<file path="config.mk">
export PLATFORM = sky130hd
export DESIGN_NAME = vga_frame_sched_flat
export DESIGN_NICKNAME = d
export VERILOG_FILES = /design/src/rtl/vga_sched_pkg.sv /design/src/rtl/vga_frame_sched_if.sv /design/src/rtl/Counter.sv /design/src/rtl/frame_edge_detect.sv /design/src/rtl/vga_frame_sched.sv /design/src/flat_wrapper.sv
export SDC_FILE = /design/constraint.sdc
export NUM_CORES = 1
export LEC_CHECK = 0
export ABC_CLOCK_PERIOD_IN_PS = 1800
export BUFFER_PORTS_ARGS = -buffer_cell sky130_fd_sc_hd__buf_2
export CAP_MARGIN = 5
export CELL_PAD_IN_SITES_DETAIL_PLACEMENT = 1
export CELL_PAD_IN_SITES_GLOBAL_PLACEMENT = 1
export CORE_ASPECT_RATIO = 1.75
export CORE_UTILIZATION = 30
export CTS_BUF_LIST = sky130_fd_sc_hd__clkbuf_8
export DETAILED_ROUTE_END_ITERATION = 8
export HOLD_SLACK_MARGIN = 0.03
export PLACE_DENSITY_LB_ADDON = 0.1
export RECOVER_POWER = 25
export SETUP_SLACK_MARGIN = 0.02
export SLEW_MARGIN = 20
export SYNTH_ARGS = -nofsm -noshare
export SYNTH_HDL_FRONTEND = slang
export SYNTH_SLANG_ARGS = --single-unit
</file>
<file path="constraint.sdc">
create_clock -name CLOCK_50 -period 1.8 [get_ports CLOCK_50]
set_input_delay 0.36 -clock CLOCK_50 [delete_from_list [all_inputs] [get_ports CLOCK_50]]
set_output_delay 0.36 -clock CLOCK_50 [all_outputs]
set_load 0.01 [all_outputs]
</file>
<file path="src/rtl/vga_sched_pkg.sv">
// ----------------------------------------------------------------------------
// vga_sched_pkg
// Shared types and constants for the frame-synchronous update scheduler.
//   sched_state_t : scheduler FSM state encoding
//   VIS_ROWS / VS_TOTAL_LINES / H_TOTAL_CYC : 640x480 timing geometry
//   ROW_W         : width of the visible-row index
//   idx_width()   : client-index width, never narrower than one bit
// ----------------------------------------------------------------------------
package vga_sched_pkg;

    typedef enum logic [1:0] {
        IDLE  = 2'd0,
        SEL   = 2'd1,
        START = 2'd2,
        WAIT  = 2'd3
    } sched_state_t;

    localparam int VIS_ROWS       = 480;
    localparam int VS_TOTAL_LINES = 521;
    localparam int H_TOTAL_CYC    = 1600;

    // Row counter only has to span the visible region.
    localparam int ROW_W = $clog2(VIS_ROWS);

    function automatic int idx_width(input int n);
        return (n > 1) ? $clog2(n) : 1;
    endfunction

endpackage

</file>
<file path="src/rtl/vga_frame_sched_if.sv">
// ----------------------------------------------------------------------------
// vga_frame_sched_if
// Client handshake bundle between the scheduler and the game-logic clients.
//   start     : one-hot, one-cycle start pulse (scheduler -> client)
//   done      : per-client completion pulse     (client -> scheduler)
//   client_en : per-client enable mask, latched by the scheduler at launch
// Modports: master = scheduler side, slave = client side.
// ----------------------------------------------------------------------------
interface vga_frame_sched_if #(
    parameter int N_CLIENTS = 4
);
    logic [N_CLIENTS-1:0] start;
    logic [N_CLIENTS-1:0] done;
    logic [N_CLIENTS-1:0] client_en;

    modport master (
        output start,
        input  done,
        input  client_en
    );

    modport slave (
        input  start,
        output done,
        output client_en
    );
endinterface

</file>
<file path="src/rtl/Counter.sv">
// ----------------------------------------------------------------------------
// Counter
// Generic up-counter that wraps from MAX back to zero.
//   clk   : clock
//   srst  : synchronous active-high reset, clears the count
//   inc   : advance by one this cycle
//   count : current value
// ----------------------------------------------------------------------------
module Counter #(
    parameter int               WIDTH = 8,
    parameter logic [WIDTH-1:0] MAX   = {WIDTH{1'b1}}
) (
    input  logic             clk,
    input  logic             srst,
    input  logic             inc,
    output logic [WIDTH-1:0] count
);

    logic [WIDTH-1:0] count_reg;

    always_ff @(posedge clk) begin
        if (srst) begin
            count_reg <= '0;
        end else if (inc) begin
            count_reg <= (count_reg == MAX) ? '0 : count_reg + 1'b1;
        end
    end

    assign count = count_reg;

endmodule

</file>
<file path="src/rtl/frame_edge_detect.sv">
// ----------------------------------------------------------------------------
// frame_edge_detect
// Derives frame-level events from the VGA timing generator outputs.
//   clk        : clock
//   srst       : synchronous active-high reset
//   vs         : vertical sync, low during the sync pulse
//   blank      : high outside the visible region
//   row        : visible row index, meaningful while blank is low
//   frame_tick : one-cycle pulse, the cycle after VS is first seen low
//   disp_start : high in the cycle blank falls on row 0
// ----------------------------------------------------------------------------
module frame_edge_detect
    import vga_sched_pkg::*;
(
    input  logic             clk,
    input  logic             srst,
    input  logic             vs,
    input  logic             blank,
    input  logic [ROW_W-1:0] row,
    output logic             frame_tick,
    output logic             disp_start
);

    logic vs_prev_reg;
    logic blank_prev_reg;
    logic frame_tick_reg;

    // vs_prev resets low so a VS that is already low when reset releases
    // is not mistaken for a falling edge. blank_prev resets high so the
    // first real blank fall is still seen.
    always_ff @(posedge clk) begin
        if (srst) begin
            vs_prev_reg    <= 1'b0;
            blank_prev_reg <= 1'b1;
            frame_tick_reg <= 1'b0;
        end else begin
            vs_prev_reg    <= vs;
            blank_prev_reg <= blank;
            frame_tick_reg <= vs_prev_reg & ~vs;
        end
    end

    assign frame_tick = frame_tick_reg;

    // Kept combinational against the registered blank history so the
    // downstream overrun flag lands one cycle after the display begins.
    assign disp_start = blank_prev_reg & ~blank & (row == '0);

endmodule

</file>
<file path="src/rtl/vga_frame_sched.sv">
// ----------------------------------------------------------------------------
// vga_frame_sched
// Frame-synchronous update scheduler. On each VS falling edge (subject to the
// frame divider and en) it walks the update clients in index order, issuing a
// start pulse to each enabled client and waiting for its done pulse, so all
// game-state updates happen during vertical blanking.
//   CLOCK_50      : system clock
//   reset         : synchronous active-high reset
//   VS/blank/row  : timing generator outputs
//   en            : scheduler enable (game running)
//   cli           : client handshake (start / done / client_en)
//   active_client : index currently selected / served
//   busy          : FSM not idle
//   frame_tick    : one-cycle pulse per VS falling edge
//   frame_cnt     : number of frame ticks, wraps
//   overrun       : sticky, a sequence was still running at display start
//                   or at the next frame tick
//   clear_overrun : clears overrun (a simultaneous set wins)
// ----------------------------------------------------------------------------
module vga_frame_sched
    import vga_sched_pkg::*;
#(
    parameter int N_CLIENTS = 4,
    parameter int FRAME_DIV = 1,
    parameter int FCNT_W    = 16,
    localparam int IDX_W    = idx_width(N_CLIENTS)
) (
    input  logic              CLOCK_50,
    input  logic              reset,
    input  logic              VS,
    input  logic              blank,
    input  logic [ROW_W-1:0]  row,
    input  logic              en,
    vga_frame_sched_if.master cli,
    output logic [IDX_W-1:0]  active_client,
    output logic              busy,
    output logic              frame_tick,
    output logic [FCNT_W-1:0] frame_cnt,
    output logic              overrun,
    input  logic              clear_overrun
);

    // Divider never exceeds 254, so eight bits cover every legal FRAME_DIV.
    localparam int               DIV_W    = 8;
    localparam logic [DIV_W-1:0] DIV_MAX  = DIV_W'(FRAME_DIV - 1);
    localparam logic [IDX_W-1:0] LAST_IDX = IDX_W'(N_CLIENTS - 1);

    sched_state_t         state_reg, state_next;
    logic [IDX_W-1:0]     idx_reg, idx_next;
    logic [N_CLIENTS-1:0] mask_reg, mask_next;
    logic [N_CLIENTS-1:0] start_vec;
    logic                 tick;
    logic                 disp_start;
    logic [DIV_W-1:0]     div_cnt;
    logic                 overrun_reg;

    // ------------------------------------------------------------------
    // Frame events and counters
    // ------------------------------------------------------------------
    frame_edge_detect u_edge (
        .clk        (CLOCK_50),
        .srst       (reset),
        .vs         (VS),
        .blank      (blank),
        .row        (row),
        .frame_tick (tick),
        .disp_start (disp_start)
    );

    Counter #(
        .WIDTH (FCNT_W),
        .MAX   ({FCNT_W{1'b1}})
    ) u_frame_cnt (
        .clk   (CLOCK_50),
        .srst  (reset),
        .inc   (tick),
        .count (frame_cnt)
    );

    // Divider advances on every tick, even ones that cannot launch.
    Counter #(
        .WIDTH (DIV_W),
        .MAX   (DIV_MAX)
    ) u_div_cnt (
        .clk   (CLOCK_50),
        .srst  (reset),
        .inc   (tick),
        .count (div_cnt)
    );

    // ------------------------------------------------------------------
    // Sequencer FSM
    // ------------------------------------------------------------------
    always_ff @(posedge CLOCK_50) begin
        if (reset) begin
            state_reg <= IDLE;
            idx_reg   <= '0;
            mask_reg  <= '0;
        end else begin
            state_reg <= state_next;
            idx_reg   <= idx_next;
            mask_reg  <= mask_next;
        end
    end

    always_comb begin
        state_next = state_reg;
        idx_next   = idx_reg;
        mask_next  = mask_reg;
        case (state_reg)
            IDLE: begin
                if (tick && en && (div_cnt == '0)) begin
                    mask_next  = cli.client_en;
                    idx_next   = '0;
                    state_next = SEL;
                end
            end
            SEL: begin
                // One cycle per examined index; disabled clients are skipped.
                if (mask_reg[idx_reg]) begin
                    state_next = START;
                end else if (idx_reg == LAST_IDX) begin
                    state_next = IDLE;
                end else begin
                    idx_next = idx_reg + 1'b1;
                end
            end
            START: begin
                state_next = WAIT;
            end
            WAIT: begin
                // Only the served client's done bit counts. Dropping en lets
                // the current client finish but stops the walk here.
                if (cli.done[idx_reg]) begin
                    if ((idx_reg == LAST_IDX) || !en) begin
                        state_next = IDLE;
                    end else begin
                        idx_next   = idx_reg + 1'b1;
                        state_next = SEL;
                    end
                end
            end
            default: begin
                state_next = IDLE;
            end
        endcase
    end

    // One-hot start decode, asserted for the single START cycle.
    for (genvar gi = 0; gi < N_CLIENTS; gi++) begin : g_start
        assign start_vec[gi] = (state_reg == START) && (idx_reg == IDX_W'(gi));
    end

    // ------------------------------------------------------------------
    // Overrun: set wins over clear
    // ------------------------------------------------------------------
    always_ff @(posedge CLOCK_50) begin
        if (reset) begin
            overrun_reg <= 1'b0;
        end else if ((disp_start || tick) && (state_reg != IDLE)) begin
            overrun_reg <= 1'b1;
        end else if (clear_overrun) begin
            overrun_reg <= 1'b0;
        end
    end

    assign cli.start     = start_vec;
    assign active_client = idx_reg;
    assign busy          = (state_reg != IDLE);
    assign frame_tick    = tick;
    assign overrun       = overrun_reg;

endmodule

</file>
<file path="src/flat_wrapper.sv">
// flat-port wrapper written by rule: the top's interface ports become plain ports
module vga_frame_sched_flat import vga_sched_pkg::*;
#(
    parameter int N_CLIENTS = 4,
    parameter int FRAME_DIV = 1,
    parameter int FCNT_W    = 16,
    localparam int IDX_W    = idx_width(N_CLIENTS)
)
  (CLOCK_50, reset, VS, blank, row, en, active_client, busy, frame_tick, frame_cnt, overrun, clear_overrun, cli_start, cli_done, cli_client_en);
  vga_frame_sched_if #(.N_CLIENTS(N_CLIENTS)) cli_i ();
  input  logic CLOCK_50;
  input  logic reset;
  input  logic VS;
  input  logic blank;
  input  logic [ROW_W-1:0] row;
  input  logic en;
  output logic [IDX_W-1:0] active_client;
  output logic busy;
  output logic frame_tick;
  output logic [FCNT_W-1:0] frame_cnt;
  output logic overrun;
  input  logic clear_overrun;
  output wire logic [$bits(cli_i.start)-1:0] cli_start;
  input wire logic [$bits(cli_i.done)-1:0] cli_done;
  input wire logic [$bits(cli_i.client_en)-1:0] cli_client_en;
  assign cli_start = cli_i.start;
  assign cli_i.done = cli_done;
  assign cli_i.client_en = cli_client_en;
  vga_frame_sched #(.N_CLIENTS(N_CLIENTS), .FRAME_DIV(FRAME_DIV), .FCNT_W(FCNT_W)) u_core (.CLOCK_50(CLOCK_50), .reset(reset), .VS(VS), .blank(blank), .row(row), .en(en), .cli(cli_i), .active_client(active_client), .busy(busy), .frame_tick(frame_tick), .frame_cnt(frame_cnt), .overrun(overrun), .clear_overrun(clear_overrun));
endmodule
</file>
Word-level counts from Yosys, hierarchy flattened
Index checks and enable logic that the tools add are counted.
{ "op_classes": {"addsub": 3, "n_mul": 0, "div_mod_pow": 0, "magnitude_cmp": 1, "n_eq_ne": 13, "shift": 0, "muxes": 20, "bitwise": 5, "reduce_logical": 20} }
{ "op_table": {"columns": ["operator", "n"], "rows": [
  ["two-way mux 2 bit", 9],
  ["adder 16 x 1 -> 16 bit (second input constant)", 1],
  ["== test 16 bit (second input constant)", 1],
  ["two-way mux 16 bit", 1],
  ["zero test 9 bit", 1],
  ["adder 8 x 1 -> 8 bit (second input constant)", 1],
  ["== test 2 bit (second input constant)", 4],
  ["zero test 8 bit", 1],
  ["two-way mux 8 bit", 1],
  ["case mux 2 bit (4 select lines)", 1],
  ["logical AND 1 bit", 7],
  ["inequality test 2 bit (second input constant)", 3],
  ["case mux 2 bit (3 select lines)", 1],
  ["AND reduction 6 bit", 1],
  ["two-way mux 1 bit", 5],
  ["binary-select mux 1 bit (select 2 bit)", 2],
  ["== test 2 x 1 -> 1 bit (second input constant)", 2],
  ["zero test 2 bit", 2],
  ["inequality test 2 x 1 -> 1 bit (second input constant)", 2],
  ["nonzero test 2 bit", 2],
  ["AND 1 bit", 3],
  ["less-than comparator 2 x 3 -> 1 bit (second input constant)", 1],
  ["inequality test 3 x 1 -> 1 bit (second input constant)", 1],
  ["AND reduction 3 bit", 1],
  ["other kinds (6)", 8]
]} }
{ "totals": {"reg_bits": 36, "latchBits": 0, "ramBits": 0, "rom_bits": 0, "input_bits": 23, "out_inout_bits": 25, "elab_cells": 71, "n_memories": 0} }

Logic depth before layout (Yosys ltp)
Gate-level depths: netlist of the first run.
{ "logic_depth": {"ltp_word": 6, "mapped_depth": 6, "mapped_depth_nobuf": 6} }

Modules after synthesis
Synthesis of the first run repeated with hierarchy kept, for this count alone.
{ "unflattened": {"cells_unflattened": 206, "area_unflattened_um2": 1873.0} }
{ "modules_own_cells": {"columns": ["mod", "instances", "cells_per_inst", "area_per_inst_um2", "seq_area_each_um2"], "rows": [
  ["Counter at u_core.u_frame_cnt", 1, 88, 783.3, 320.3],
  ["vga_frame_sched", 1, 66, 601.8, 180.2],
  ["Counter at u_core.u_div_cnt", 1, 42, 381.6, 160.2],
  ["frame_edge_detect", 1, 10, 106.4, 60.1]
]} }

Worst setup path before layout of the first run
No wires, ideal clock.
{ "synth_timing": {"path_type": "register -> register", "start": "register u_core.idx_reg[0] (netlist: u_core.active_client[0])", "end": "register u_core.idx_reg[0] (netlist: u_core.active_client[0])", "setup_time_ps": 135, "t_arrival_ps": 1791, "required_time_ps": 1665, "slack_ps": -126, "stages_incl_launch_ff": 5, "n_path_buf": 0, "synth_period_minus_slack_ps": 1926, "path_cell_list": "dfxtp_1 -> mux4_2 -> o311a_1 -> o311ai_0 -> o41ai_1"} }
{ "synth_between": {"elab_chain_len": 4, "word_cells_on_any_way": 17, "cone_classes": "1 x add/sub; 5 x eq/ne; 9 x mux; 2 x reduce/logical"} }
{ "synth_rtl": {"columns": ["element", "line_no", "text"], "rows": [
  ["start: declaration", "vga_frame_sched.sv:49", "logic [IDX_W-1:0] idx_reg, idx_next;"],
  ["start signal: assignment", "vga_frame_sched.sv:101", "idx_reg <= idx_next;"],
  ["adder 2 x 1 -> 2 bit (tied with other cells)", "vga_frame_sched.sv:125, vga_frame_sched.sv:138", null],
  ["two-way mux 2 bit (tied with other cells)", "vga_frame_sched.sv:135", "if ((idx_reg == LAST_IDX) || !en) begin"],
  ["two-way mux 2 bit (tied with other cells)", "vga_frame_sched.sv:134", "if (cli.done[idx_reg]) begin"],
  ["case mux 2 bit (3 select lines) or AND reduction 6 bit (tied branches)", null, null]
]} }
Parallel ways exist; a longest one is shown, timed or not. The select of a mux whose other input is x is not followed.
A chain may end at the register's enable or synchronous reset.

Final worst setup path of the first run
Same ends and word-level chain as after synthesis.

==> flow_summary.toml, run 1 <==
[status]
outcome = "complete, no violations"

[flow_run]
drv_cap = 0

[grt]
grt_pass1_vias = 1694
grt_use_total_pct = 16.19
antenna_found_initial = 0
grt_pass1_wl_um = 7707
grt_start_max_net_pins = 15
grt-ovfl-total = 0

[synth]
yosysSeqAreaShare_pct = 40.74
synth_nets = 228
syn_avg_cell_area_um2 = 8.935
async_reset_ff_share_pct = 0
syn-cell-area_um2 = 1769
synth_commonest_cells = "36 x dfxtp_1, 27 x nor2_1, 13 x nand2_1"
ys.flop_type = "dfxtp_1"
synth_area_leaders = "dfxtp_1 41%, nor2_1 5.7%, xor2_1 5.4%"
yosysWarnings = 0
yosysMostFrequentCell = "dfxtp_1"
yosysTopAreaCell = "dfxtp_1"
synth_edf_count = 0
netlist-cell-type-count = 40
synth-seq-cells = 36
yosysTopAreaCellShare_pct = 40.74
synth_cells = 198

[timing]
hold_viol = 0
fmaxAchievable_mhz = 574.2
tns_ns = 0
rsz0062_at_grt = "yes"
finalCriticalPeriod_ns = 1.742
finalSetupViolations = 0
fin_crit_sh_pct = 96.76
slew-limit-headroom_pct = 56.54
tightest_slew_ns = 0.6519
hold_slack_ns = 0.2602
skew_ns = 0.002429
drv_slew = 0

[cells_and_area]
largest_reg_flops = 16
stdcell_count = 341
nets = 294
drive_gt1_share_pct = 26.42
area_growth_pct = 29.84
antenna_cells = 0
utilization_pct = 40.80

[clock_tree]
cts_hold_buffers = 0
numCtsBuffers = 5
htreeDepth = 2
cts_root_buffer = "clkbuf_8"
clk_latency_ns = 0.28
post-cts-setup-buffers = 0
cts.sinks = 36
cts_tree = "built"
cts.clk_slew.worst_paths_ns = 0.07
clockBufferDepth = 2

[floorplanning]
ios = 48
die_area_um2 = 6221
core_area_um2 = 5630
rows = 36
chipWidth_um = 60.05
start_util_pct = 31.42
die_y_um = 103.6

[placement]
io_buffers = 47
dpl.cell_count = 333
dpl.hpwl_um = 3679
routabilityCongestion = 0.7197

[worst_setup_path]
crit_type = "register to register"
ff2ff_setup_slack_ns = 0.06
endpoint_kind = "register"
startpoint_type = "register"
cp_max_fo = 4
arrival_ns = 1.90
required_ns = 1.96

[worst_hold_path]
hp-class = "input pin to register"

[detailed_routing]
postRouteAntennaNets = 0
remaining_drc_errors = 0
wl_per_cell_um = 13.79
firstDrtPassIters = 3
totalWireLength_um = 4702
via_per_inst = 4.921
drt_iter0_markers = 32
vias = 1678

[power]
peakVddDrop_mv = 0.5851
powerDensity_nw_per_um2 = 635.4
p_leak_uw = 0.0009456
routing by layer:
metal / vias up / GRT usage, % / wire [um]
met5: - / 0 / 0
met4: 0 / 5.648 / 78
met3: 6 / 3.121 / 186
met2: 47 / 30.56 / 2648
met1: 788 / 16.52 / 1789
li1: 837 / - / -
worst max-delay path: stages (launching register included):
cell and delay (ns):
dfxtp_4 0.35, mux4_2 0.51, o311a_1 0.35, o311ai_1 0.30, o41ai_1 0.11
final cells by class:
| type | count | area (um2) |
|---|---|---|
| repair buffers | 65 | 345.3 |
| well taps | 76 | 95.09 |
| inverters | 11 | 41.29 |
| flip-flops and latches | 36 | 725.7 |
| clock buffers | 6 | 82.58 |
| clock inverters | 2 | 7.507 |
| fillers | 709 | 3333 |
| multi-input cells | 145 | 999.7 |
final timing paths:
check | endpoint | from | cells past startpoint
max | u_core.active_client[0] | u_core.active_client[0] | 4
min | u_core.u_edge.frame_tick | VS | 2
max reg2reg | u_core.active_client[0] | u_core.active_client[0] | 4
min reg2reg | u_core.u_edge.frame_tick | u_core.u_edge.vs_prev_reg | 1
through the flow:
stage	cell area [um2]	setup slack, ns	power (uW)
after floorplan	1773	0.01496	857.0
after global placement	2207	0.02343	903.7
after detailed placement	2207	0.007807	904.9
after CTS	2297	0.04286	1494
after global routing	2297	-0.005503	1533
final	2297	0.05835	1460
power by group:
part	internal [uW]	leakage (uW)	switching, uW	total (uW)
clock network	301	0.0000538	275	576
registers	801	0.000292	4.99	806
logic	36.7	0.000600	40.6	77.3
total	1140	0.000946	321	1460
logic make-up (layout without fill, tap and decap cells):
family / count (synthesis) / count (layout) / synth area share, %
muxes: 7 / 7 / 5.375
adders and majority gates: 7 / 7 / 4.950
and+or+nand+nor: 89 / 89 / 26.95
buffers and inverters: 17 / 84 / 4.101
DFF: 36 / 36 / 40.74
AOI/OAI and AO/OA: 26 / 26 / 9.972
xor gates and xnor gates: 16 / 16 / 7.921
timing repair:
| item | in CTS | in global routing |
|---|---|---|
| resized for setup | 2 | 5 |
| setup endpoints to repair | 2 | 12 |
| pin swaps | 0 | 1 |
placed cells by master, fill, tap and decap left out, types with 4 or more instances in the layout:
| master | netlist | routed |
|---|---|---|
| a21oi_1 | 8 | 8 |
| o31ai_1 | 5 | 5 |
| and2_1 | 5 | 5 |
| buf_4 | 0 | 15 |
| nand2_1 | 13 | 13 |
| clkbuf_1 | 4 | 14 |
| clkbuf_8 | 0 | 6 |
| nand4_1 | 6 | 6 |
| or4_1 | 4 | 4 |
| buf_2 | 1 | 36 |
| nor2_1 | 27 | 27 |
| inv_1 | 11 | 13 |
| xnor2_1 | 5 | 5 |
| xor2_1 | 11 | 11 |
| ha_1 | 7 | 7 |
| nand3_1 | 11 | 10 |
| mux2i_1 | 5 | 5 |
| dfxtp_1 | 36 | 34 |
No activity file was read; power rests on OpenSTA's default activity.
==> inputs of run 2 (changes only) <==
--- a/config.mk
+++ b/config.mk
@@ -10,7 +10,7 @@
 export CAP_MARGIN = 5
 export CELL_PAD_IN_SITES_DETAIL_PLACEMENT = 1
 export CELL_PAD_IN_SITES_GLOBAL_PLACEMENT = 1
-export CORE_ASPECT_RATIO = 1.75
+export CORE_MARGIN = 2
 export CORE_UTILIZATION = 30
 export CTS_BUF_LIST = sky130_fd_sc_hd__clkbuf_8
 export DETAILED_ROUTE_END_ITERATION = 8
==> flow_summary.toml, run 2 (synthesis results as in run 1) <==
[timing]
finalCriticalPeriod_ns = 1.710
drv_slew = 0
fin_ws_ns = 0.08984
hold_viol = 0
finalSetupViolations = 0
skew_ns = 0.006819
rsz0062_at_grt = "no"
fin_crit_sh_pct = 95.01
fmaxAchievable_mhz = 584.7
tns_ns = 0
slew-limit-headroom_pct = 53.06
tightest_slew_ns = 0.7041

[detailed_routing]
drt_iter0_markers = 44
remaining_drc_errors = 0
wl_met1_um = 2248
wl_per_cell_um = 13.79
wl_met2_um = 2256
vias = 1687
highest_layer = "met4"
firstDrtPassIters = 4
via_per_inst = 4.904
totalWireLength_um = 4743
wl_met3_um = 184
postRouteAntennaNets = 0

[flow_run]
drv_cap = 0

[cells_and_area]
area_growth_pct = 36.70
fillers = 703
final_cell_mix = "39 x buf_2, 33 x dfxtp_1, 26 x nor2_1"
final-seq-area_um2 = 726.9
final_cell_area_um2 = 2419
multi_input_area_um2 = 1065
final_common_cell = "buf_2"
drive_gt1_share_pct = 31.62
antenna_cells = 0
nets = 301
largest_reg_flops = 16
utilization_pct = 43.13

[placement]
routabilityCongestion = 0.7515
dpl_cell_area_um2 = 2225
io_buffers = 47
dp_slack_ns = -0.01313
dpl.hpwl_um = 3497

[floorplanning]
core_area_um2 = 5608
die_area_um2 = 6528
ios = 48
chipWidth_um = 80.80
start_util_pct = 31.55
die_y_um = 80.80
rows = 27

[clock_tree]
numCtsBuffers = 5
cts_hold_buffers = 0
clk_latency_ns = 0.28
cts.sinks = 36
cts_root_buffer = "clkbuf_8"
clockBufferDepth = 2
cts.clk_slew.worst_paths_ns = 0.07
cts_tree = "built"
htreeDepth = 2

[worst_setup_path]
crit_path_max_incr_delay_ns = 0.52
startpoint_type = "register"
cpMaxStageDelayCell = "mux4_2"
crit_type = "register to register"
required_ns = 1.98
crit_path_cell_trace = "mux4_2 -> o311a_4 -> buf_6 -> o41ai_2"
endpoint_kind = "register"
arrival_ns = 1.89
cp_max_fo = 3

[grt]
antenna_found_initial = 0
grt_pass1_vias = 1666
grt_use_total_pct = 15.70
grt_pass1_wl_um = 7955
grt-ovfl-total = 0
grt_start_max_net_pins = 15

[status]
outcome = "complete, no violations"

[power]
powerDensity_nw_per_um2 = 609.6
peakVddDrop_mv = 0.3552
p_leak_uw = 0.0009952

[worst_hold_path]
hp-class = "input pin to register"
==> run 2: metal layers <==
metal / vias to the layer above / global-route usage (%)
li1: 850 / -
met1: 804 / 19.97
met2: 28 / 26.75
met3: 5 / 3.111
met4: 0 / 5.085
met5: - / 0
==> run 2: worst max-delay path: cells and delay by family, from the launching register on <==
family                 cells  cell delay (ns)
buffers and inverters      1             0.13
muxes                      1             0.52
DFF                        1             0.35
AOI/OAI and AO/OA          2             0.61
==> run 2: layout make-up <==
type,instances,share of cell area (%)
clock inverter,2,0.3104
timing repair buffer,72,16.76
inverter,11,1.707
clock buffer,6,3.414
sequential,36,30.06
multi-input combinational,145,44.02
tap,72,3.725
==> run 2: path summary, 6_finish.rpt <==
kind	endpoint	from	slack (ns)	cells after the start
max reg2reg	u_core.active_client[0]	u_core.active_client[0]	0.09	4
max	u_core.active_client[0]	u_core.active_client[0]	0.09	4
min	u_core.u_edge.frame_tick	VS	0.26	2
min reg2reg	u_core.u_edge.frame_tick	u_core.u_edge.vs_prev_reg	0.47	1
==> run 2: what timing repair did <==
action,4_1_cts,5_1_grt
hold endpoints to repair,0,0
buffers inserted,1,3
pin swaps,5,2
resized for setup,13,5
setup endpoints to repair,2,9
==> run 2: per-stage QoR <==
stage          hold slack, ns  cells  power [uW]
6_report               0.2578    344        1474
5_1_grt                0.2678    344        1547
4_1_cts                0.2521    341        1502
3_5_place_dp           0.4664    332       907.6
3_3_place_gp           0.4458    332       906.4
2_1_floorplan          0.4316    198       857.0
==> run 2: report_power, final <==
group | total, uW | switching (uW) | internal [uW]
logic | 88.7 | 47.4 | 41.4
clock network | 580 | 279 | 301
registers | 806 | 4.69 | 801
==> inputs of run 3 (changes only) <==
--- a/config.mk
+++ b/config.mk
@@ -15,8 +15,9 @@
 export CTS_BUF_LIST = sky130_fd_sc_hd__clkbuf_8
 export DETAILED_ROUTE_END_ITERATION = 8
 export HOLD_SLACK_MARGIN = 0.03
-export PLACE_DENSITY_LB_ADDON = 0.1
+export PLACE_DENSITY = 0.71
 export RECOVER_POWER = 25
+export REMOVE_ABC_BUFFERS = 1
 export SETUP_SLACK_MARGIN = 0.02
 export SLEW_MARGIN = 20
 export SYNTH_ARGS = -nofsm -noshare
==> flow_summary.toml, run 3 (synthesis results as in run 1) <==
[status]
outcome = "complete, no violations"

[clock_tree]
cts_root_buffer = "clkbuf_8"
htreeDepth = 2
clk_latency_ns = 0.29
cts.sinks = 36
cts_hold_buffers = 0
cts.clk_slew.worst_paths_ns = 0.08
numCtsBuffers = 5
cts_tree = "built"
clockBufferDepth = 2
post-cts-setup-buffers = 0

[timing]
finalCriticalPeriod_ns = 1.791
skew_ns = 0.007808
drv_slew = 0
hold_viol = 0
fmaxAchievable_mhz = 558.2
finalSetupViolations = 0
rsz0062_at_grt = "yes"
tightest_slew_ns = 0.6315
slew-limit-headroom_pct = 57.90
fin_crit_sh_pct = 99.53
tns_ns = 0

[grt]
grt_use_total_pct = 15.49
grt.met1_usage_pct = 17.71
grt_use_met2_pct = 27.42
grt_start_max_net_pins = 15
antenna_found_initial = 0
top_usage_layer = "met2"
grt_pass1_vias = 1646
grt-ovfl-total = 0
grt_pass1_wl_um = 7693
grt_use_met3_pct = 4.111

[power]
powerDensity_nw_per_um2 = 629.8
peakVddDrop_mv = 0.3062
p_leak_uw = 0.0009698

[cells_and_area]
largest_reg_flops = 16
multi_input_area_um2 = 1052
final-seq-area_um2 = 724.4
nets = 295
fillers = 713
final_cell_mix = "39 x buf_2, 33 x dfxtp_1, 26 x nor2_1"
utilization_pct = 42.06
antenna_cells = 0
area_growth_pct = 33.31
final_cell_area_um2 = 2359
final_common_cell = "buf_2"
drive_gt1_share_pct = 30.08

[floorplanning]
die_area_um2 = 6528
die_y_um = 80.80
rows = 27
chipWidth_um = 80.80
ios = 48
core_area_um2 = 5608
start_util_pct = 31.55

[worst_hold_path]
hp-start = "VS"
hold_path_end = "u_core.u_edge.frame_tick"
hp-class = "input pin to register"
whs_path_depth = 2

[detailed_routing]
via_per_inst = 4.953
wl_per_cell_um = 13.98
postRouteAntennaNets = 0
drt_iter0_markers = 56
vias = 1674
firstDrtPassIters = 4
totalWireLength_um = 4726
remaining_drc_errors = 0

[placement]
routabilityCongestion = 0.7559
io_buffers = 47
dpl.hpwl_um = 3406
dpl_cell_area_um2 = 2206

[worst_setup_path]
r2r_start = "u_core.active_client[0]"
arrival_ns = 1.97
required_ns = 1.98
endpoint_kind = "register"
reg2reg_depth = 4
cp_max_fo = 3
crit_type = "register to register"
r2r-end = "u_core.active_client[1]"
startpoint_type = "register"
ff2ff_setup_slack_ns = 0.009

[flow_run]
drv_cap = 0
==> run 3: area by class of cell <==
type | count | share of cell area [%]
timing repair buffer | 66 | 15.28
clock inverter | 2 | 0.3183
inverter | 11 | 1.751
sequential | 36 | 30.72
clock buffer | 6 | 3.501
tap | 72 | 3.820
multi-input combinational | 145 | 44.62
==> run 3: worst max-delay path, stage by stage, from the launching register on <==
cell and delay (ns):
dfxtp_2 0.35, mux4_2 0.53, o311a_4 0.41, buf_4 0.16, o41ai_2 0.25
==> run 3: worst max-delay path by stage <==
stage / startpoint / end / slack (ns) / depth (start not counted)
2_1_floorplan: u_core.u_frame_cnt.count[4] / u_core.u_frame_cnt.count[10] / -0.21 / 4
4_1_cts: u_core.active_client[1] / cli_start[0] / 0.05 / 5
6_report: u_core.active_client[0] / u_core.active_client[1] / 0.009 / 4
5_1_grt: u_core.active_client[0] / u_core.active_client[1] / -0.04 / 4
3_3_place_gp: u_core.active_client[0] / u_core.active_client[0] / 0.04 / 4
3_5_place_dp: u_core.active_client[0] / u_core.active_client[1] / -0.01 / 4
==> run 3: repair_timing <==
item / in CTS / in global routing
gates cloned: 0 / 0
setup endpoints to repair: 2 / 14
pin swaps: 5 / 1
gates resized for setup: 12 / 3
==> run 3: through the flow <==
step	hold WS, ns	power (uW)	worst slack (ns)	std cells
floorplan	0.4291	854.0	-0.2094	192
global placement	0.4448	906.7	0.03658	330
detailed placement	0.4517	909.2	-0.01444	330
CTS	0.2399	1513	0.05266	338
global route	0.2325	1558	-0.04450	338
finish	0.2419	1485	0.008542	338
==> run 3: per-layer routing <==
layer | up-vias | wire [um]
met4 | 0 | 102
met5 | - | 0
li1 | 840 | -
met1 | 774 | 2079
met2 | 51 | 2269
met3 | 9 | 273
==> run 3: where the power goes <==
group / internal [uW] / switching [uW]
clock network: 301 / 291
logic: 39.7 / 46.3
registers: 802 / 4.55
